$ cat src/rtl/clk_drive_source_pkg.sv
// Shared types and constants for the clocked token source feeding the
// two-way split stage.
//   state_t    : token FSM states
//   SYNC_DEPTH : flops in the asynchronous-input synchroniser
package clk_drive_source_pkg;

    typedef enum logic [2:0] {
        IDLE      = 3'd0,
        DRIVE     = 3'd1,
        WAIT_FREE = 3'd2,
        GAP       = 3'd3,
        FINISH    = 3'd4
    } state_t;

    localparam int unsigned SYNC_DEPTH = 2;

endpackage

$ cat src/rtl/sync_edge_det.sv
// Synchroniser plus rising-edge detector for an asynchronous handshake input.
// The output is a registered one-cycle pulse per rising edge of asyncIn.
// Ports:
//   clk       : system clock
//   rst       : asynchronous active-high reset
//   asyncIn   : asynchronous level input
//   risePulse : one-cycle pulse, clk domain
module sync_edge_det
    import clk_drive_source_pkg::*;
(
    input  logic clk,
    input  logic rst,
    input  logic asyncIn,
    output logic risePulse
);

    logic [SYNC_DEPTH-1:0] syncQ;
    logic                  edgeQ;

    // Synchroniser chain, delayed copy, and registered edge pulse
    always_ff @(posedge clk or posedge rst) begin
        if (rst) begin
            syncQ     <= '0;
            edgeQ     <= 1'b0;
            risePulse <= 1'b0;
        end else begin
            syncQ     <= {syncQ[SYNC_DEPTH-2:0], asyncIn};
            edgeQ     <= syncQ[SYNC_DEPTH-1];
            risePulse <= syncQ[SYNC_DEPTH-1] & ~edgeQ;
        end
    end

endmodule

$ cat src/rtl/clk_drive_source.sv
// Clocked token source for the two-way split stage: issues a burst of drive
// pulses, one per token, each waiting for the split's free acknowledge.
// Ports:
//   clk, rst    : clock, asynchronous active-high reset
//   i_go, i_num : burst start strobe and token count (0 = empty burst)
//   i_abort     : end the burst once the in-flight token is freed
//   i_free      : asynchronous free acknowledge from the split
//   o_drive     : drive request, DRIVE_W cycles per token
//   o_busy      : burst in progress
//   o_done      : one-cycle end-of-burst pulse
//   o_timeout   : sticky free-timeout error
//   o_issued    : tokens driven in this burst
//   o_completed : frees received in this burst
module clk_drive_source
    import clk_drive_source_pkg::*;
#(
    parameter int unsigned CNT_W   = 16,
    parameter int unsigned DRIVE_W = 4,
    parameter int unsigned GAP_W   = 2,
    parameter int unsigned TIMEOUT = 1024
) (
    input  logic             clk,
    input  logic             rst,
    input  logic             i_go,
    input  logic [CNT_W-1:0] i_num,
    input  logic             i_abort,
    input  logic             i_free,
    output logic             o_drive,
    output logic             o_busy,
    output logic             o_done,
    output logic             o_timeout,
    output logic [CNT_W-1:0] o_issued,
    output logic [CNT_W-1:0] o_completed
);

    localparam int unsigned DRV_CW = (DRIVE_W > 1) ? $clog2(DRIVE_W) : 1;
    localparam int unsigned GAP_CW = (GAP_W > 1)   ? $clog2(GAP_W)   : 1;
    localparam int unsigned TMO_CW = (TIMEOUT > 1) ? $clog2(TIMEOUT) : 1;

    state_t            state;
    logic [CNT_W-1:0]  remaining;
    logic [DRV_CW-1:0] driveCnt;
    logic [GAP_CW-1:0] gapCnt;
    logic [TMO_CW-1:0] tmoCnt;
    logic              abortLat;
    logic              freeEvt;
    logic              abortNow_c;

    // An abort arriving in the deciding cycle counts as latched
    assign abortNow_c = abortLat | i_abort;

    sync_edge_det uFreeSync (
        .clk       (clk),
        .rst       (rst),
        .asyncIn   (i_free),
        .risePulse (freeEvt)
    );

    // Token FSM with registered outputs
    always_ff @(posedge clk or posedge rst) begin
        if (rst) begin
            state       <= IDLE;
            remaining   <= '0;
            driveCnt    <= '0;
            gapCnt      <= '0;
            tmoCnt      <= '0;
            abortLat    <= 1'b0;
            o_drive     <= 1'b0;
            o_busy      <= 1'b0;
            o_done      <= 1'b0;
            o_timeout   <= 1'b0;
            o_issued    <= '0;
            o_completed <= '0;
        end else begin
            o_done <= 1'b0;
            if (state != IDLE && i_abort) begin
                abortLat <= 1'b1;
            end

            case (state)
                IDLE: begin
                    if (i_go) begin
                        remaining   <= i_num;
                        o_completed <= '0;
                        if (i_num == '0) begin
                            o_issued <= '0;
                            o_done   <= 1'b1;
                        end else begin
                            state    <= DRIVE;
                            o_busy   <= 1'b1;
                            o_drive  <= 1'b1;
                            o_issued <= CNT_W'(1);
                            driveCnt <= '0;
                        end
                    end
                end

                DRIVE: begin
                    if (driveCnt == DRV_CW'(DRIVE_W - 1)) begin
                        state   <= WAIT_FREE;
                        o_drive <= 1'b0;
                        tmoCnt  <= '0;
                    end else begin
                        driveCnt <= driveCnt + DRV_CW'(1);
                    end
                end

                WAIT_FREE: begin
                    // A free in the timeout cycle takes priority
                    if (freeEvt) begin
                        remaining   <= remaining - CNT_W'(1);
                        o_completed <= o_completed + CNT_W'(1);
                        if (remaining == CNT_W'(1) || abortNow_c) begin
                            state  <= FINISH;
                            o_busy <= 1'b0;
                            o_done <= 1'b1;
                        end else if (GAP_W == 0) begin
                            state    <= DRIVE;
                            o_drive  <= 1'b1;
                            o_issued <= o_issued + CNT_W'(1);
                            driveCnt <= '0;
                        end else begin
                            state  <= GAP;
                            gapCnt <= '0;
                        end
                    end else if (tmoCnt == TMO_CW'(TIMEOUT - 1)) begin
                        state     <= FINISH;
                        o_timeout <= 1'b1;
                        o_busy    <= 1'b0;
                        o_done    <= 1'b1;
                    end else begin
                        tmoCnt <= tmoCnt + TMO_CW'(1);
                    end
                end

                GAP: begin
                    // The previous token is already freed, so abort ends here
                    if (abortNow_c) begin
                        state  <= FINISH;
                        o_busy <= 1'b0;
                        o_done <= 1'b1;
                    end else if (gapCnt == GAP_CW'(GAP_W - 1)) begin
                        state    <= DRIVE;
                        o_drive  <= 1'b1;
                        o_issued <= o_issued + CNT_W'(1);
                        driveCnt <= '0;
                    end else begin
                        gapCnt <= gapCnt + GAP_CW'(1);
                    end
                end

                FINISH: begin
                    state    <= IDLE;
                    abortLat <= 1'b0;
                end

                default: begin
                    state <= IDLE;
                end
            endcase
        end
    end

endmodule

$ cat config.mk
export PLATFORM = sky130hd
export DESIGN_NAME = clk_drive_source
export DESIGN_NICKNAME = d
export VERILOG_FILES = /design/src/rtl/clk_drive_source_pkg.sv /design/src/rtl/sync_edge_det.sv /design/src/rtl/clk_drive_source.sv
export SDC_FILE = /design/constraint.sdc
export NUM_CORES = 1
export LEC_CHECK = 0
export CORE_MARGIN = 3
export CORE_UTILIZATION = 40
export CTS_BUF_LIST = sky130_fd_sc_hd__clkbuf_2 sky130_fd_sc_hd__clkbuf_4 sky130_fd_sc_hd__clkbuf_8
export CTS_CLUSTER_SIZE = 28
export DETAILED_ROUTE_END_ITERATION = 10
export PLACE_DENSITY = 0.67
export SLEW_MARGIN = 20
export SYNTH_ARGS = -nofsm -noshare
export SYNTH_HDL_FRONTEND = slang
export SYNTH_SLANG_ARGS = --single-unit
$ cat constraint.sdc
create_clock -name clk -period 2.19 [get_ports clk]
set_input_delay 0.438 -clock clk [delete_from_list [all_inputs] [get_ports clk]]
set_output_delay 0.438 -clock clk [all_outputs]
set_load 0.01 [all_outputs]
# Word level (Yosys, flattened, before mapping)
# Index checks and enable logic that the tools add are counted.
[classes]
add_sub_neg = 6
bitwise = 4
muxes = 55
n_reduce_logical = 21
n_eq_ne = 21
[op_table]
columns = ["operator", "count"]
rows = [
  ["2-to-1 mux 16 bit", 7],
  ["one-hot mux 16 bit (2 select lines)", 3],
  ["adder 16 x 1 -> 16 bit (second input constant)", 2],
  ["2-to-1 mux 10 bit", 3],
  ["2-to-1 mux 3 bit", 8],
  ["2-to-1 mux 1 bit", 22],
  ["!= test 2 bit (second input constant)", 10],
  ["one-hot mux 10 bit (2 select lines)", 1],
  ["AND reduction 6 bit", 3],
  ["== test 16 x 1 -> 1 bit (second input constant)", 1],
  ["logical NOT 16 bit", 1],
  ["subtractor 16 x 1 -> 16 bit (second input constant)", 1],
  ["one-hot mux 3 bit (4 select lines)", 1],
  ["AND reduction 4 bit", 3],
  ["adder 10 x 1 -> 10 bit (second input constant)", 1],
  ["== test 10 bit (second input constant)", 1],
  ["2-to-1 mux 2 bit", 5],
  ["nonzero test 2 bit", 5],
  ["one-hot mux 1 bit (3 select lines)", 3],
  ["nonzero test 3 bit", 3],
  ["== test 3 x 2 -> 1 bit (second input constant)", 2],
  ["!= test 3 bit (second input constant)", 2],
  ["one-hot mux 2 bit (3 select lines)", 1],
  ["AND reduction 3 bit", 2],
  ["15 further kinds", 16],
]
[totals]
register_bits = 73
elab_cells = 122
input_bits = 21

# Depth between registers and ports, before layout
# Gate-level depths: netlist (run 1).
[depth]
depth_word = 5
ltp_mapped = 7

# By module
# Synthesis (run 1) repeated with hierarchy kept, for this count alone.
[unflattened]
hier_cells = 438
area_unflattened_um2 = 4013.8
[by_module_without_submodules]
columns = ["mod", "seq_area_each_um2", "cells_per_inst", "area_each_um2", "instances"]
rows = [
  ["clk_drive_source", 1726.7, 432, 3896.2, 1],
  ["sync_edge_det", 100.1, 6, 117.6, 1],
]

# Least setup slack after synthesis (run 1)
# Ideal clock, no wire load.
[synth_timing]
path_type = "reg-to-reg"
startpoint = "reg remaining[0]"
endpoint = "reg remaining[14]"
setup_slack_ns = 0.173
t_required_ns = 2.069
setup_time_ns = 0.121
stages_incl_launch_ff = 7
period_less_slack_ns = 2.017
arrival_time_ns = 1.895
path_cell_list = "dfrtp_1 -> inv_1 -> ha_1 -> or4b_1 -> nor4b_2 -> a41oi_1 -> o22a_1"
[synth_via]
elab_chain_len = 3
[synth_lines]
columns = ["element", "line_no", "source"]
rows = [
  ["start: declaration", "clk_drive_source.sv:41", "logic [CNT_W-1:0] remaining;"],
  ["start signal: assignment", "clk_drive_source.sv:83", "remaining <= i_num;"],
  ["start signal: assignment", "clk_drive_source.sv:111", "remaining <= remaining - CNT_W'(1);"],
  ["subtractor 16 x 1 -> 16 bit", "clk_drive_source.sv:111", ""],
  ["2-to-1 mux 16 bit", "clk_drive_source.sv:110", "if (freeEvt) begin"],
  ["one-hot mux 16 bit (2 select lines)", "clk_drive_source.sv:80", "case (state)"],
]
# Every way passes these cells. The select of a mux whose other input is x is not followed.
# A chain may end at the register's enable or synchronous reset.

# Worst setup path in the final report (run 1)
[layout_timing]
startpoint = "reg remaining[1]"
endpoint = "reg remaining[12]"
# Same word-level chain as after synthesis.

==> impl_metrics.xml, run 1 <==
<?xml version="1.0" encoding="UTF-8"?>
<metrics>
  <group name="layout">
    <metric name="post_route_cells_drive_above_1_share" unit="%">11.5</metric>
    <metric name="synthToLayoutAreaGrowth" unit="%">28.4</metric>
    <metric name="final_cell_mix" unit="">dfrtp_1, nor2_1, clkdlybuf4s50_1, o21ai_0, nand2_1</metric>
    <metric name="final_common_cell" unit="">dfrtp_1</metric>
    <metric name="finalNetCount" unit="">546</metric>
    <metric name="multi_input_comb_area" unit="um2">2050</metric>
    <metric name="fillerInstances" unit="">892</metric>
    <metric name="area.sequential" unit="um2">1830</metric>
    <metric name="instances_no_fill" unit="">653</metric>
    <metric name="antenna_cells_inserted" unit="">0</metric>
  </group>
  <group name="sta">
    <metric name="hold-worst-slack" unit="ns">0.352</metric>
    <metric name="fmax" unit="GHz">0.493</metric>
    <metric name="setup_total_negative_slack" unit="ns">0</metric>
    <metric name="unrepaired_setup_endpoints_after_global_routing" unit="">false</metric>
    <metric name="timing_hold_violations_final" unit="">0</metric>
    <metric name="max_slew.worst_pin.slew" unit="ns">0.614</metric>
    <metric name="slew-limit-headroom" unit="%">58.7</metric>
    <metric name="period_needed" unit="ns">2.03</metric>
    <metric name="setup_failing_eps_final" unit="">0</metric>
    <metric name="final_max_slew_viol_count" unit="">0</metric>
    <metric name="clock-skew-final" unit="ns">0.0103</metric>
    <metric name="setup_slack" unit="ns">0.162</metric>
    <metric name="final_clock_period_utilization_by_the_worst_path" unit="%">92.6</metric>
  </group>
  <group name="floorplanning">
    <metric name="floorplan.rows" unit="">35</metric>
    <metric name="initial_core_util" unit="%">42.2</metric>
    <metric name="fp.dieArea" unit="um2">11200</metric>
    <metric name="io_pins" unit="">57</metric>
    <metric name="placeableCoreArea" unit="um2">9460</metric>
    <metric name="fp.dieW" unit="um">106</metric>
    <metric name="chipHeight" unit="um">106</metric>
  </group>
  <group name="grt">
    <metric name="via_count_of_the_first_global_routing_pass" unit="">3587</metric>
    <metric name="wire_length_of_the_first_global_routing_pass" unit="mm">17.3</metric>
    <metric name="number_of_antenna_violations_at_the_first_check_in_global_routing" unit="">0</metric>
    <metric name="grt_busiest_layer" unit="">met2</metric>
    <metric name="grt_util_met2" unit="%">30.0</metric>
    <metric name="grt_usage" unit="%">18.6</metric>
    <metric name="grt_overflow" unit="">0</metric>
    <metric name="grtUsageMet1" unit="%">24.8</metric>
    <metric name="grt_start_max_net_pins" unit="">34</metric>
    <metric name="globalRouteMet3Util" unit="%">4.49</metric>
  </group>
  <group name="power">
    <metric name="vdd_drop_max" unit="V">0.000455</metric>
    <metric name="fin_total_pwr" unit="uW">5150</metric>
    <metric name="p_leak" unit="uW">0.00218</metric>
    <metric name="pwr_density" unit="nW/um2">1000</metric>
  </group>
  <group name="clock_network">
    <metric name="cts-buffers-inserted" unit="">9</metric>
    <metric name="maximum_clock_insertion_buffer_count" unit="">2</metric>
    <metric name="clkSlewWorstSetupHoldPaths" unit="ns">0.08</metric>
    <metric name="root_buffer" unit="">clkbuf_8</metric>
    <metric name="cts_hold_repair.buffers" unit="">0</metric>
    <metric name="number_of_buffers_inserted_to_repair_setup_after_cts" unit="">0</metric>
    <metric name="cts_repair_resize_count" unit="">0</metric>
    <metric name="tritoncts" unit="">yes</metric>
    <metric name="numClockSinks" unit="">73</metric>
    <metric name="htree_levels" unit="">3</metric>
    <metric name="latest_clock_arrival_within_the_worst_skew_pair" unit="ns">0.35</metric>
  </group>
  <group name="placed_design">
    <metric name="place.detailed.hpwl" unit="mm">7.08</metric>
    <metric name="routabilityCongestion" unit="">0.785</metric>
    <metric name="number_of_buffers_added_on_ports" unit="">56</metric>
    <metric name="placement.setup.worst_slack" unit="ns">-0.188</metric>
    <metric name="placed_cells" unit="">637</metric>
  </group>
  <group name="setup_path">
    <metric name="start_kind" unit="">flip-flop</metric>
    <metric name="endpoint_kind" unit="">flip-flop</metric>
    <metric name="critPathMaxFanout" unit="">4</metric>
    <metric name="critPathRequiredTime" unit="ns">2.48</metric>
    <metric name="setup.worst_path.class" unit="">reg -&gt; reg</metric>
    <metric name="arrival" unit="ns">2.31</metric>
  </group>
  <group name="routing">
    <metric name="drtAntennaViolNets" unit="">0</metric>
    <metric name="drt_first_pass_iters" unit="">4</metric>
    <metric name="avgViaCountPerCell" unit="">5.53</metric>
    <metric name="wl_per_cell" unit="um">15.0</metric>
    <metric name="route.vias.total" unit="">3608</metric>
    <metric name="routed_wirelength" unit="mm">9.82</metric>
    <metric name="drt_iter0_drc" unit="">154</metric>
    <metric name="remaining_drc_errors" unit="">0</metric>
  </group>
  <group name="yosys">
    <metric name="synthesis.area_per_instance" unit="um2">9.04</metric>
    <metric name="synth_sequential_area_ratio" unit="%">45.7</metric>
    <metric name="yosysUniqueCellTypes" unit="">57</metric>
    <metric name="synth_enable_flop_cells" unit="">0</metric>
    <metric name="yosysWarningCount" unit="">0</metric>
    <metric name="post_synthesis_net_count" unit="">469</metric>
    <metric name="synth_seq_cells" unit="">73</metric>
    <metric name="ys_dominant_reg_cell" unit="">dfrtp_1</metric>
    <metric name="syn-cell-area" unit="um2">4000</metric>
    <metric name="async_flop_share" unit="%">100</metric>
    <metric name="synthCells" unit="">442</metric>
  </group>
  <group name="status">
    <metric name="outcome" unit="">finished, final reports clean</metric>
  </group>
  <group name="run">
    <metric name="timing.max_cap.violations" unit="">0</metric>
  </group>
  <group name="hold_path">
    <metric name="holdCritPathClass" unit="">reg -&gt; reg</metric>
  </group>
</metrics>
[cells by family after synthesis]
| kind of cell | synth area share, % |
|---|---|
| AO/OA/AOI/OAI | 16.4 |
| XOR/XNOR | 5.92 |
| adder cells (fa/ha/maj) | 1.88 |
| buffers and inverters | 3.10 |
| flip-flops | 45.7 |
| multiplexers | 0.783 |
| AND/OR/NAND/NOR | 26.2 |
[stage by stage]
step	utilization, %	area [um2]
final	54.2	5130
after detailed placement	51.9	4910
after floorplan	-	4000
after global placement	51.9	4910
after CTS	54.2	5130
after global routing	54.2	5130
[Yosys cell counts, drive strengths merged, types with 3 or more instances]
| master | instances | share of area (%) |
|---|---|---|
| and2 | 5 | 0.78 |
| nand2 | 33 | 3.1 |
| or2 | 4 | 0.63 |
| buf | 6 | 0.75 |
| xor2 | 25 | 5.5 |
| nand3 | 25 | 3.3 |
| o22ai | 3 | 0.47 |
| nand4 | 15 | 2.3 |
| a21oi | 24 | 3.3 |
| ha | 6 | 1.9 |
| nor4 | 9 | 1.6 |
| nor2 | 56 | 5.3 |
| clkbuf | 15 | 1.4 |
| nand2b | 5 | 0.78 |
| nor3 | 13 | 1.6 |
| o22a | 3 | 0.66 |
| a21o | 3 | 0.56 |
| o32ai | 4 | 0.88 |
| or3 | 6 | 0.94 |
| o21ai | 37 | 4.6 |
| a31oi | 4 | 0.63 |
| and4 | 4 | 0.88 |
| o31ai | 3 | 0.56 |
| inv | 10 | 0.94 |
| a22oi | 3 | 0.56 |
| dfrtp | 73 | 46 |
| and3 | 13 | 2.0 |
[flip-flops by register name, indices dropped and copies added (netlist names), 2 cells and up]
name / cells
tmoCnt: 10
driveCnt: 2
state: 3
o_issued: 16
o_completed: 16
uFreeSync.syncQ: 2
remaining: 16
[per-layer routing]
metal	part of all wire [%]	vias up
li1	-	1756
met1	47	1729
met2	46	112
met3	5.4	11
met4	1.4	0
met5	0	-
[layout make-up]
class / instances / area share (%)
clock inverter: 7 / 1.85
timing repair buffer: 87 / 16.2
inverter: 10 / 0.805
tap: 129 / 3.15
clock buffer: 9 / 2.41
multi-input combinational: 338 / 40.0
sequential: 73 / 35.6
[critical path: stages (launching register included)]
cell,delay (ns)
dfrtp_1,0.41
inv_1,0.11
ha_1,0.17
or4b_1,0.49
nor4b_2,0.27
buf_4,0.17
nand2b_1,0.06
a21oi_1,0.16
o22a_1,0.14
[power by group]
part / internal, uW / switching, uW
combinational: 915 / 1090
clock: 641 / 531
sequential: 1630 / 344
total: 3190 / 1960
[worst paths after layout]
kind,startpoint,end,slack [ns],depth (start not counted)
max in group asynchronous,rst,o_issued[12]$_DFFE_PP0P_,1.14,3
max,remaining[1]$_DFFE_PP0P_,remaining[12]$_DFFE_PP0P_,0.16,8
max reg2reg,remaining[1]$_DFFE_PP0P_,remaining[12]$_DFFE_PP0P_,0.16,8
min reg2reg,uFreeSync.syncQ[0]$_DFF_PP0_,uFreeSync.syncQ[1]$_DFF_PP0_,0.35,0
min in group asynchronous,rst,o_issued[9]$_DFFE_PP0P_,0.50,2
min,uFreeSync.syncQ[0]$_DFF_PP0_,uFreeSync.syncQ[1]$_DFF_PP0_,0.35,0
(Power assumes the default switching activity.)
==> run 2, diff against run 1 <==
Settings changed: PLACE_DENSITY 0.67 to not set, RECOVER_POWER set to 100.
==> run 2 against run 1 <==
Power down 5.0%; global-route usage shrank 0.53 points; clock skew shrank 0.0048 ns; flip-flop and latch count did not move; die area stayed put; core utilization down 1.2 points.
==> impl_metrics.xml, run 2 (same netlist as run 1, synthesis figures left out) <==
<?xml version="1.0" encoding="UTF-8"?>
<metrics>
  <group name="layout">
    <metric name="instances_no_fill" unit="">646</metric>
    <metric name="fillerInstances" unit="">929</metric>
    <metric name="final_common_cell" unit="">dfrtp_1</metric>
    <metric name="final_core_utilization" unit="%">53.1</metric>
    <metric name="synthToLayoutAreaGrowth" unit="%">25.6</metric>
    <metric name="layout_top_registers" unit="">o_completed: 16 flops, o_issued: 16 flops, remaining: 16 flops</metric>
    <metric name="final_cell_mix" unit="">dfrtp_1, nor2_1, dlygate4sd3_1, o21ai_0, nand2_1</metric>
    <metric name="post_route_cells_drive_above_1_share" unit="%">9.09</metric>
    <metric name="antenna_cells_inserted" unit="">0</metric>
    <metric name="finalNetCount" unit="">540</metric>
  </group>
  <group name="sta">
    <metric name="unrepaired_setup_endpoints_after_global_routing" unit="">false</metric>
    <metric name="period_needed" unit="ns">2.04</metric>
    <metric name="fmax" unit="GHz">0.489</metric>
    <metric name="final_clock_period_utilization_by_the_worst_path" unit="%">93.3</metric>
    <metric name="setup_failing_eps_final" unit="">0</metric>
    <metric name="clock-skew-final" unit="ns">0.00550</metric>
    <metric name="setup_total_negative_slack" unit="ns">0</metric>
    <metric name="slew-limit-headroom" unit="%">31.4</metric>
    <metric name="setup_slack" unit="ns">0.147</metric>
    <metric name="max_slew.worst_pin.slew" unit="ns">1.03</metric>
    <metric name="final_max_slew_viol_count" unit="">0</metric>
    <metric name="timing_hold_violations_final" unit="">0</metric>
  </group>
  <group name="floorplanning">
    <metric name="floorplan.rows" unit="">35</metric>
    <metric name="initial_core_util" unit="%">42.2</metric>
    <metric name="fp.dieArea" unit="um2">11200</metric>
    <metric name="io_pins" unit="">57</metric>
    <metric name="fp.dieW" unit="um">106</metric>
    <metric name="placeableCoreArea" unit="um2">9460</metric>
    <metric name="chipHeight" unit="um">106</metric>
  </group>
  <group name="routing">
    <metric name="drt_first_pass_iters" unit="">4</metric>
    <metric name="avgViaCountPerCell" unit="">5.46</metric>
    <metric name="routed_wirelength" unit="mm">9.59</metric>
    <metric name="wl_per_cell" unit="um">14.8</metric>
    <metric name="drt_iter0_drc" unit="">170</metric>
    <metric name="route.vias.total" unit="">3525</metric>
    <metric name="remaining_drc_errors" unit="">0</metric>
    <metric name="drtAntennaViolNets" unit="">0</metric>
  </group>
  <group name="run">
    <metric name="timing.max_cap.violations" unit="">0</metric>
  </group>
  <group name="placed_design">
    <metric name="number_of_buffers_added_on_ports" unit="">56</metric>
    <metric name="place.detailed.hpwl" unit="mm">6.67</metric>
    <metric name="placement.setup.worst_slack" unit="ns">-0.129</metric>
    <metric name="placed_cells" unit="">631</metric>
    <metric name="routabilityCongestion" unit="">0.791</metric>
  </group>
  <group name="clock_network">
    <metric name="htree_levels" unit="">3</metric>
    <metric name="root_buffer" unit="">clkbuf_8</metric>
    <metric name="clkSlewWorstSetupHoldPaths" unit="ns">0.08</metric>
    <metric name="tritoncts" unit="">yes</metric>
    <metric name="numClockSinks" unit="">73</metric>
    <metric name="latest_clock_arrival_within_the_worst_skew_pair" unit="ns">0.35</metric>
    <metric name="maximum_clock_insertion_buffer_count" unit="">2</metric>
    <metric name="cts_hold_repair.buffers" unit="">0</metric>
    <metric name="cts-buffers-inserted" unit="">9</metric>
  </group>
  <group name="setup_path">
    <metric name="arrival" unit="ns">2.28</metric>
    <metric name="critPathRequiredTime" unit="ns">2.42</metric>
    <metric name="setup.worst_path.class" unit="">reg -&gt; reg</metric>
    <metric name="critPathMaxFanout" unit="">4</metric>
    <metric name="regToRegSetupSlack" unit="ns">0.15</metric>
    <metric name="start_kind" unit="">flip-flop</metric>
    <metric name="endpoint_kind" unit="">flip-flop</metric>
  </group>
  <group name="status">
    <metric name="outcome" unit="">finished, final reports clean</metric>
  </group>
  <group name="hold_path">
    <metric name="holdCritPathClass" unit="">reg -&gt; reg</metric>
  </group>
  <group name="grt">
    <metric name="wire_length_of_the_first_global_routing_pass" unit="mm">16.6</metric>
    <metric name="grt_usage" unit="%">18.0</metric>
    <metric name="grt_start_max_net_pins" unit="">74</metric>
    <metric name="grt_overflow" unit="">0</metric>
    <metric name="via_count_of_the_first_global_routing_pass" unit="">3414</metric>
    <metric name="number_of_antenna_violations_at_the_first_check_in_global_routing" unit="">0</metric>
  </group>
  <group name="power">
    <metric name="vdd_drop_max" unit="V">0.000505</metric>
    <metric name="p_leak" unit="uW">0.00223</metric>
    <metric name="pwr_density" unit="nW/um2">976</metric>
    <metric name="fin_total_pwr" unit="uW">4900</metric>
  </group>
</metrics>
[run 2: critical path, stage by stage, from the launching register on]
cell and delay [ns]:
dfrtp_1 0.41, inv_1 0.11, ha_1 0.17, or4b_1 0.51, nor4b_4 0.37, a41oi_1 0.16, o22a_1 0.20
[run 2: path summary, 6_finish.rpt]
| path | startpoint | end | cells after the start |
|---|---|---|---|
| min reg2reg | uFreeSync.syncQ[0]$_DFF_PP0_ | uFreeSync.syncQ[1]$_DFF_PP0_ | 0 |
| max | remaining[1]$_DFFE_PP0P_ | remaining[14]$_DFFE_PP0P_ | 6 |
| max reg2reg | remaining[1]$_DFFE_PP0P_ | remaining[14]$_DFFE_PP0P_ | 6 |
| min | uFreeSync.syncQ[0]$_DFF_PP0_ | uFreeSync.syncQ[1]$_DFF_PP0_ | 0 |
| max in group asynchronous | rst | o_issued[5]$_DFFE_PP0P_ | 3 |
| min in group asynchronous | rst | tmoCnt[5]$_DFFE_PP0P_ | 3 |
[run 2: through the flow]
stage               hold slack, ns  instance area [um2]
floorplan                    0.331                 4000
global placement             0.333                 4890
detailed placement           0.335                 4890
CTS                          0.354                 5070
global route                 0.375                 5020
finish                       0.352                 5020
[run 2: timing repair]
item / CTS / global route
buffers inserted: 0 / 0
setup endpoints to repair: 0 / 2
resized for setup: 0 / 1
[run 2: layout make-up]
class	instances	area, um2	area share, %
Clock buffer	9	124	2.47
Clock inverter	6	60.1	1.20
Inverter	10	41.3	0.823
Multi-Input combinational cell	338	2060	41.0
Sequential cell	73	1830	36.4
Tap cell	129	161	3.22
Timing Repair Buffer	81	747	14.9
[run 2: routing by layer]
metal | vias up | routed length, um | global-route usage (%)
li1 | 1745 | - | -
met1 | 1706 | 4690 | 25.2
met2 | 70 | 4470 | 28.4
met3 | 4 | 378 | 4.49
met4 | 0 | 45 | 4.16
met5 | - | 0 | 0
[run 2: report_power, final]
part / internal [uW] / leakage (uW) / switching (uW) / total, uW
clock network: 514 / 0.0000909 / 525 / 1040
logic: 815 / 0.00118 / 1080 / 1900
registers: 1630 / 0.000951 / 332 / 1960
total: 2960 / 0.00223 / 1940 / 4900
